File: src/rtl/pd_hash_ser_pkg.sv
// Shared definitions for the hash serializer: frame state encoding and default trailer word.
package pd_hash_ser_pkg;

    typedef enum logic [2:0] {
        ST_IDLE,
        ST_DATA,
        ST_CHECK,
        ST_SYNC,
        ST_DONE
    } ser_state_t;

    localparam logic [15:0] SYNC_WORD_DEFAULT = 16'h5400;

endpackage

File: src/rtl/pd_hash_word_mux.sv
// Output word select: shadow word at the current index, the checksum, or the sync trailer.
module pd_hash_word_mux
    import pd_hash_ser_pkg::*;
#(
    parameter int                WORD_W    = 16,
    parameter int                NUM_WORDS = 16,
    parameter int                IDX_W     = 4,
    parameter logic [WORD_W-1:0] SYNC_WORD = WORD_W'(SYNC_WORD_DEFAULT)
) (
    input  ser_state_t                    state,
    input  logic [IDX_W-1:0]              idx,
    input  logic [NUM_WORDS*WORD_W-1:0]   shadow,
    input  logic [WORD_W-1:0]             acc,
    output logic [WORD_W-1:0]             data
);

    always_comb begin
        data = '0;
        case (state)
            ST_DATA:  data = shadow[32'(idx) * WORD_W +: WORD_W];
            ST_CHECK: data = acc;
            ST_SYNC:  data = SYNC_WORD;
            default:  data = '0;
        endcase
    end

endmodule

File: src/rtl/pd_hash_serializer.sv
// Streams a latched hash into the packet FIFO one word per accepted write, then a sync word.
// Define PD_HASH_SER_CHECKSUM_EN to insert an XOR checksum word between the data and the sync word.
module pd_hash_serializer
    import pd_hash_ser_pkg::*;
#(
    parameter int                WORD_W    = 16,
    parameter int                NUM_WORDS = 16,
    parameter logic [WORD_W-1:0] SYNC_WORD = WORD_W'(SYNC_WORD_DEFAULT)
) (
    input  logic                          clk,
    input  logic                          n_rst,
    input  logic                          start,
    input  logic [NUM_WORDS*WORD_W-1:0]   hash,
    input  logic                          fifo_full,
    output logic                          write_fifo,
    output logic [WORD_W-1:0]             write_data,
    output logic                          busy,
    output logic                          done
);

    localparam int               IDX_W    = $clog2(NUM_WORDS);
    localparam logic [IDX_W-1:0] LAST_IDX = IDX_W'(NUM_WORDS - 1);

    ser_state_t                  state;
    logic [IDX_W-1:0]            idx;
    logic [NUM_WORDS*WORD_W-1:0] shadow;
    logic [WORD_W-1:0]           acc;
    logic                        accepted;

    // Writes are offered in every emitting state; the FIFO's full flag gates them with no skid buffer.
    assign write_fifo = (state == ST_DATA || state == ST_CHECK || state == ST_SYNC) && !fifo_full;
    assign accepted   = write_fifo;
    assign busy       = (state != ST_IDLE);
    assign done       = (state == ST_DONE);

`ifndef PD_HASH_SER_CHECKSUM_EN
    assign acc = '0;
`endif

    always_ff @(posedge clk or negedge n_rst) begin
        if (!n_rst) begin
            state  <= ST_IDLE;
            idx    <= '0;
            shadow <= '0;
`ifdef PD_HASH_SER_CHECKSUM_EN
            acc    <= '0;
`endif
        end else begin
            case (state)
                ST_IDLE: begin
                    if (start) begin
                        shadow <= hash;
                        idx    <= '0;
`ifdef PD_HASH_SER_CHECKSUM_EN
                        acc    <= '0;
`endif
                        state  <= ST_DATA;
                    end
                end
                ST_DATA: begin
                    if (accepted) begin
`ifdef PD_HASH_SER_CHECKSUM_EN
                        acc <= acc ^ write_data;
`endif
                        // Index parks on the last word instead of wrapping.
                        if (idx == LAST_IDX) begin
`ifdef PD_HASH_SER_CHECKSUM_EN
                            state <= ST_CHECK;
`else
                            state <= ST_SYNC;
`endif
                        end else begin
                            idx <= idx + 1'b1;
                        end
                    end
                end
                ST_CHECK: begin
                    if (accepted) state <= ST_SYNC;
                end
                ST_SYNC: begin
                    if (accepted) state <= ST_DONE;
                end
                ST_DONE: state <= ST_IDLE;
                default: state <= ST_IDLE;
            endcase
        end
    end

    pd_hash_word_mux #(
        .WORD_W    (WORD_W),
        .NUM_WORDS (NUM_WORDS),
        .IDX_W     (IDX_W),
        .SYNC_WORD (SYNC_WORD)
    ) u_word_mux (
        .state  (state),
        .idx    (idx),
        .shadow (shadow),
        .acc    (acc),
        .data   (write_data)
    );

endmodule

File: config.mk
export PLATFORM = sky130hd
export DESIGN_NAME = pd_hash_serializer
export DESIGN_NICKNAME = d
export VERILOG_FILES = /design/src/rtl/pd_hash_ser_pkg.sv /design/src/rtl/pd_hash_word_mux.sv /design/src/rtl/pd_hash_serializer.sv
export SDC_FILE = /design/constraint.sdc
export NUM_CORES = 1
export LEC_CHECK = 0
export BUFFER_PORTS_ARGS = -buffer_cell sky130_fd_sc_hd__buf_2
export CAP_MARGIN = 10
export CELL_PAD_IN_SITES_DETAIL_PLACEMENT = 0
export CELL_PAD_IN_SITES_GLOBAL_PLACEMENT = 1
export CORE_MARGIN = 2
export CORE_UTILIZATION = 45
export DETAILED_ROUTE_END_ITERATION = 8
export GPL_TIMING_DRIVEN = 1
export PLACE_DENSITY = 0.89
export SYNTH_ARGS = -nofsm -noshare
export SYNTH_HDL_FRONTEND = slang
export SYNTH_SLANG_ARGS = --single-unit
File: constraint.sdc
create_clock -name clk -period 2.9 [get_ports clk]
set_clock_uncertainty 0.15 [all_clocks]
set_input_delay 0.58 -clock clk [delete_from_list [all_inputs] [get_ports clk]]
set_output_delay 0.58 -clock clk [all_outputs]
set_load 0.05 [all_outputs]
==> results by group, run 1 <==
Timing
  • Final TNS setup: -3.57 ns
  • Min Tclk post-route: 3.18 ns
  • Pins Over Slew Limit: 0
  • Max Freq: 0.314 GHz
  • Worst Tran Pin Value: 0.585 ns
  • RSZ-0062 raised after global routing: true
  • Slew headroom: 61.0%
  • Final Cycle Share: 110%
  • Final setup margin: -0.282 ns
  • Final setup viols: 16
  • Fin. Hold Viols: 0
  • Post-Route Hold Slack: 0.0875 ns

Synthesis
  • Synth Register Bits: 263
  • Yosys warnings: 0
  • Async SR Flop Fraction: 100%
  • Top post-synthesis cells by count: 263 x dfrtp_1, 240 x mux2_1, 61 x mux4_2, 33 x mux2i_1, 25 x buf_6
  • Sequential share of the synthesized area: 54.7%
  • Post-synth top area cell: dfrtp_1
  • Most used DFF post-synth: dfrtp_1
  • Syn nets: 993
  • Post-synth EDFFs: 0
  • Post-synth top area share: 54.7%
  • Post-synthesis area per instance: 16.4 um^2
  • Post-Syn Instances: 732
  • Largest cells by area after synthesis: dfrtp_1 55%, mux2_1 22%, mux4_2 11%
  • Cell variety after synth: 36
  • Top-count cell post-synth: dfrtp_1
  • Synthesized cell area: 12,000 um^2

Finish
  • Design Area, Final: 15,400 um^2
  • Fraction of layout cells with a size suffix above 1: 45.5%
  • Nets: 1,304
  • Area growth syn-to-layout: 27.6%

Floorplan
  • Die width: 168 um
  • I/O pins: 279
  • Die Y: 168 um
  • Die ar.: 28,100 um^2
  • Initial Utilization: 46.1%
  • Rows: 59
  • Core area: 26,100 um^2

Worst setup path
  • Endpoint class of the critical path: output pin
  • Worst reg2reg startpoint: state[1]
  • Data required time of the worst path: 2.17 ns
  • Max FO, Critical Path: 6
  • Worst r2r dst: shadow[18]
  • CP Launch Type: register
  • CP arrival: 2.45 ns
  • R2R setup slack: 0.48 ns
  • Kind of critical path: register to output pin
  • R2R cell count: 4

Drt
  • DRT iter0 DRCs: 349
  • Vias per cell: 5.44
  • Antenna viol nets, final: 0
  • Pre-antenna DRT Iters: 4
  • Met3 wire length: 1870 um
  • Top routing layer in use: met5
  • Avg WL per Cell: 22.1 um
  • Total number of vias: 7,671
  • DR WL met2: 14,800 um
  • Wl on met1: 13,400 um
  • # DRC: 0
  • Wirelength, routed: 31,100 um

Min path
  • Worst hold endpoint: shadow[186]
  • Worst Hold Depth: 2
  • Hold Path Class: input port to register
  • HP Start: hash[186]

Run status
  • Status: finished, violations left
  • Failing checks: negative setup slack

CTS
  • CTS tree: yes
  • Reg clk slew, reported paths: 0.07 ns
  • Clk buf depth: 3
  • Worst skew pair latency: 0.54 ns
  • Sink Count: 263
  • CTS Buf Count: 28
  • CTS H-Tree Depth: 1
  • Root Driver: clkbuf_16

Global route
  • All-Layer GR Usage: 22.1%
  • Global route overflow: 0
  • Vias in the first global route: 8,161
  • First-pass GRT wire length: 47,300 um
  • Largest net degree at the start of global routing: 72
  • Initial antenna violation count: 13

Job
  • Max cap viols: 0

Pwr
  • Peak supply drop: 603 uV
  • Comb power frac: 45.7%
  • Net switching power: 0.00676 W
  • Int Power: 0.0122 W
  • Pleak: 7.00 nW
  • Sequential power share: 34.4%
  • Pwr/cell area: 1240 nW/um^2
  • Clock share of power: 19.9%
  • Sw frac: 35.6%
  • Final Power: 0.0190 W

Placement
  • HPWL Detailed: 21,900 um
  • Final weighted congestion in routability-driven placement: 0.834
  • I/O Buffers: 278
  • Placed cell areas: 13,900 um^2
## layer usage
layer | up-vias | GRT usage (%)
li1 | 3381 | -
met5 | - | 0
met1 | 3978 | 30.6
met3 | 58 | 4.70
met2 | 246 | 35.0
met4 | 8 | 7.60
## through the flow
stage	utilization, %	setup slack [ns]	std cells
after global placement	53.1	0.202	1329
final	58.8	-0.282	1409
after detailed placement	53.1	0.146	1329
after floorplan	-	0.0776	732
after global routing	58.8	-0.348	1408
after CTS	58.3	-0.341	1399
## placed cells by master (no fill, tap or decap), types with 5 or more instances in the layout
| cell type | Yosys | routed |
|---|---|---|
| o22ai_2 | 0 | 7 |
| buf_6 | 25 | 17 |
| buf_2 | 5 | 261 |
| nor2b_1 | 5 | 5 |
| buf_12 | 2 | 16 |
| buf_4 | 5 | 32 |
| diode_2 | 0 | 9 |
| mux2i_1 | 33 | 23 |
| mux2_1 | 240 | 240 |
| clkbuf_1 | 14 | 8 |
| clkinv_2 | 0 | 5 |
| mux2_2 | 16 | 16 |
| dfrtp_1 | 263 | 260 |
| mux4_2 | 61 | 61 |
| clkbuf_16 | 0 | 30 |
| clkbuf_8 | 0 | 6 |
| mux2i_2 | 0 | 9 |
| o22ai_1 | 16 | 9 |
| nor2_1 | 7 | 6 |
## how the worst max path moves through the flow
stage | start | end | slack [ns] | cells past startpoint
3_3_place_gp | idx[0] | write_data[14] | 0.20 | 5
2_1_floorplan | idx[0] | write_data[10] | 0.08 | 5
5_1_grt | idx[0] | write_data[7] | -0.35 | 7
3_5_place_dp | idx[0] | write_data[12] | 0.15 | 5
6_report | idx[0] | write_data[1] | -0.28 | 7
4_1_cts | idx[0] | write_data[8] | -0.34 | 7
## flip-flops by register name, summed over array words and instances (netlist names)
name    count
idx         4
shadow    256
state       3
## layout make-up
cell class	instances	area [um^2]
Antenna cell	9	22.5
Clock buffer	42	813
Clock inverter	10	161
Fill cell	2092	10800
Inverter	2	7.51
Multi-Input combinational cell	415	5140
Sequential cell	263	6590
Tap cell	335	419
Timing Repair Buffer	333	2200
## critical path: stages, from the launching register on
cell	delay (ns)
dfrtp_4	0.46
buf_6	0.14
buf_12	0.13
mux4_2	0.58
mux2i_2	0.19
buf_4	0.16
o22ai_2	0.07
buf_6	0.16
## power by group through the flow
stage	Clock (W)	Combinational, W	Sequential [W]
CTS	0.00386	0.00840	0.00650
global placement	0	0.00737	0.00648
finish	0.00378	0.00867	0.00653
floorplan	0	0.00545	0.00608
detailed placement	0	0.00751	0.00657
global route	0.00402	0.00916	0.00676
## cell families after synthesis
logic type                 synth area share [%]
AOI/OAI and AO/OA                          1.73
adders and majority gates                 0.104
buffers and inverters                      3.72
DFF                                        54.7
muxes                                      38.1
and+or+nand+nor                            1.67
## repair_timing
action | CTS | global route
hold endpoints to repair | 66 | 0
gates cloned | 3 | 2
setup buffers | 15 | 1
pin swaps | 6 | 9
gates resized for setup | 44 | 24
endpoints found under the setup margin | 16 | 16
hold buffers | 1 | 0
(Power assumes the default switching activity.)
==> run 2: changes to the inputs <==
- CELL_PAD_IN_SITES_DETAIL_PLACEMENT: 0 -> not set
- CELL_PAD_IN_SITES_GLOBAL_PLACEMENT: 1 -> not set
- CORE_UTILIZATION: 45 -> 54
- GPL_TIMING_DRIVEN: 1 -> 0
- PLACE_DENSITY: 0.89 -> 0.88
==> results by group, run 2 (same netlist as run 1, synthesis figures left out) <==
Run status
  • Status: finished, violations left
  • Failing checks: negative setup slack

Pwr
  • Peak supply drop: 914 uV
  • Pwr/cell area: 1240 nW/um^2
  • Pleak: 6.92 nW

Worst setup path
  • Largest stage delay on the critical path: 0.57 ns
  • Slowest CP cell: mux4_2
  • CP dominant cell by count: buf_12
  • CP cell instances: buf_12 > buf_12 > mux4_2 > a22oi_2 > a21oi_1 > buf_4
  • Kind of critical path: register to output pin
  • CP arrival: 2.45 ns
  • Max FO, Critical Path: 10
  • CP Launch Type: register
  • Data required time of the worst path: 2.17 ns
  • Endpoint class of the critical path: output pin

Timing
  • Max Freq: 0.314 GHz
  • RSZ-0062 raised after global routing: true
  • Final setup viols: 16
  • Fin. Hold Viols: 0
  • Final TNS setup: -3.73 ns
  • Worst Tran Pin Value: 0.622 ns
  • Slew headroom: 58.5%
  • Final Cycle Share: 110%
  • Min Tclk post-route: 3.18 ns
  • Pins Over Slew Limit: 0
  • Final setup margin: -0.280 ns
  • Post-Route Hold Slack: 0.106 ns

Drt
  • # DRC: 0
  • Total number of vias: 7,872
  • Wirelength, routed: 33,600 um
  • Avg WL per Cell: 24.8 um
  • Vias per cell: 5.82
  • Pre-antenna DRT Iters: 4
  • Antenna viol nets, final: 0
  • DRT iter0 DRCs: 375

Global route
  • Vias in the first global route: 8,556
  • First-pass GRT wire length: 50,800 um
  • Largest net degree at the start of global routing: 117
  • Initial antenna violation count: 12
  • Global route overflow: 0
  • All-Layer GR Usage: 28.8%

Placement
  • I/O Buffers: 278
  • Final weighted congestion in routability-driven placement: 0.888
  • HPWL Detailed: 24,400 um

Min path
  • Hold Path Class: input port to register

CTS
  • CTS H-Tree Depth: 1
  • Worst skew pair latency: 0.53 ns
  • Clk buf depth: 3
  • CTS Buf Count: 27
  • Root Driver: clkbuf_16
  • Reg clk slew, reported paths: 0.06 ns
  • CTS tree: yes
  • Sink Count: 263

Finish
  • Fill cells: 1,458
  • Largest regs: shadow: 256 flops, idx: 4 flops, state: 3 flops
  • Commonest cells after routing, fill and taps aside: 263 x buf_2, 262 x dfrtp_1, 240 x mux2_1
  • Post-layout util: 70.0%
  • Nets: 1,306
  • Max FFs per register: 256
  • Area growth syn-to-layout: 26.8%
  • Fraction of layout cells with a size suffix above 1: 46.2%
  • Reg with most FFs: shadow
  • Most common cell after layout, fill and taps aside: buf_2

Floorplan
  • Rows: 54
  • Die Y: 153 um
  • Core area: 21,800 um^2
  • Die width: 153 um
  • Die ar.: 23,500 um^2
  • Initial Utilization: 55.2%
  • I/O pins: 279

Job
  • Max cap viols: 0
## run 2: critical path: cells and delay by family (launching register included)
family,cells,cell delay (ns)
DFF,1,0.42
AOI/OAI and AO/OA,2,0.36
muxes,1,0.57
buffers and inverters,3,0.55
## run 2: area by class of cell
class                           instances  area [um^2]  area share [%]
Clock inverter                         10          108           0.705
Timing Repair Buffer                  285         1580            10.3
Antenna cell                           11         27.5           0.180
Buffer                                 51          566            3.70
Multi-Input combinational cell        415         5260            34.4
Inverter                                2         7.51          0.0492
Tap cell                              280          350            2.29
Sequential cell                       263         6580            43.1
Clock buffer                           36          790            5.17
## run 2: metal layers
layer  vias to the layer above  wire length [um]  GRT usage, %
li1                       3400                 -             -
met1                      4059             14000          39.6
met2                       328             15900          45.6
met3                        85              2220          5.59
met4                         0              1500          12.3
met5                         -                 0             0
## run 2: what timing repair did
item	in CTS	in global routing
gates resized for setup	98	17
endpoints found under the setup margin	16	16
endpoints found under the hold margin	36	0
pin swaps	4	1
cloned	1	0
hold buffers	1	0
buffers inserted	3	0
## run 2: worst paths after layout
kind                       slack, ns         from              to  cells after the start
setup reg to reg                0.73     state[0]     shadow[189]                      6
min in group asynchronous       0.40        n_rst     shadow[102]                      2
hold / removal                  0.11    hash[184]     shadow[184]                      2
max in group asynchronous       1.28        n_rst          idx[0]                      3
hold reg to reg                 0.33  shadow[186]     shadow[186]                      1
setup / recovery               -0.28       idx[0]  write_data[14]                      6
## run 2: report_power, final
part / switching, W / leakage [nW] / internal [W]
sequential: 0.000972 / 3.16 / 0.00552
clock: 0.00144 / 0.452 / 0.00208
combinational: 0.00463 / 3.31 / 0.00427
total: 0.00704 / 6.92 / 0.0119
## run 2: stage by stage
step | power (W) | instance area [um^2] | instances | setup slack (ns)
floorplan | 0.0115 | 12000 | 732 | 0.0776
global route | 0.0197 | 15300 | 1351 | -0.357
CTS | 0.0187 | 15200 | 1342 | -0.309
detailed placement | 0.0141 | 13800 | 1292 | -0.311
finish | 0.0189 | 15300 | 1353 | -0.280
global placement | 0.0137 | 13800 | 1290 | -3.58
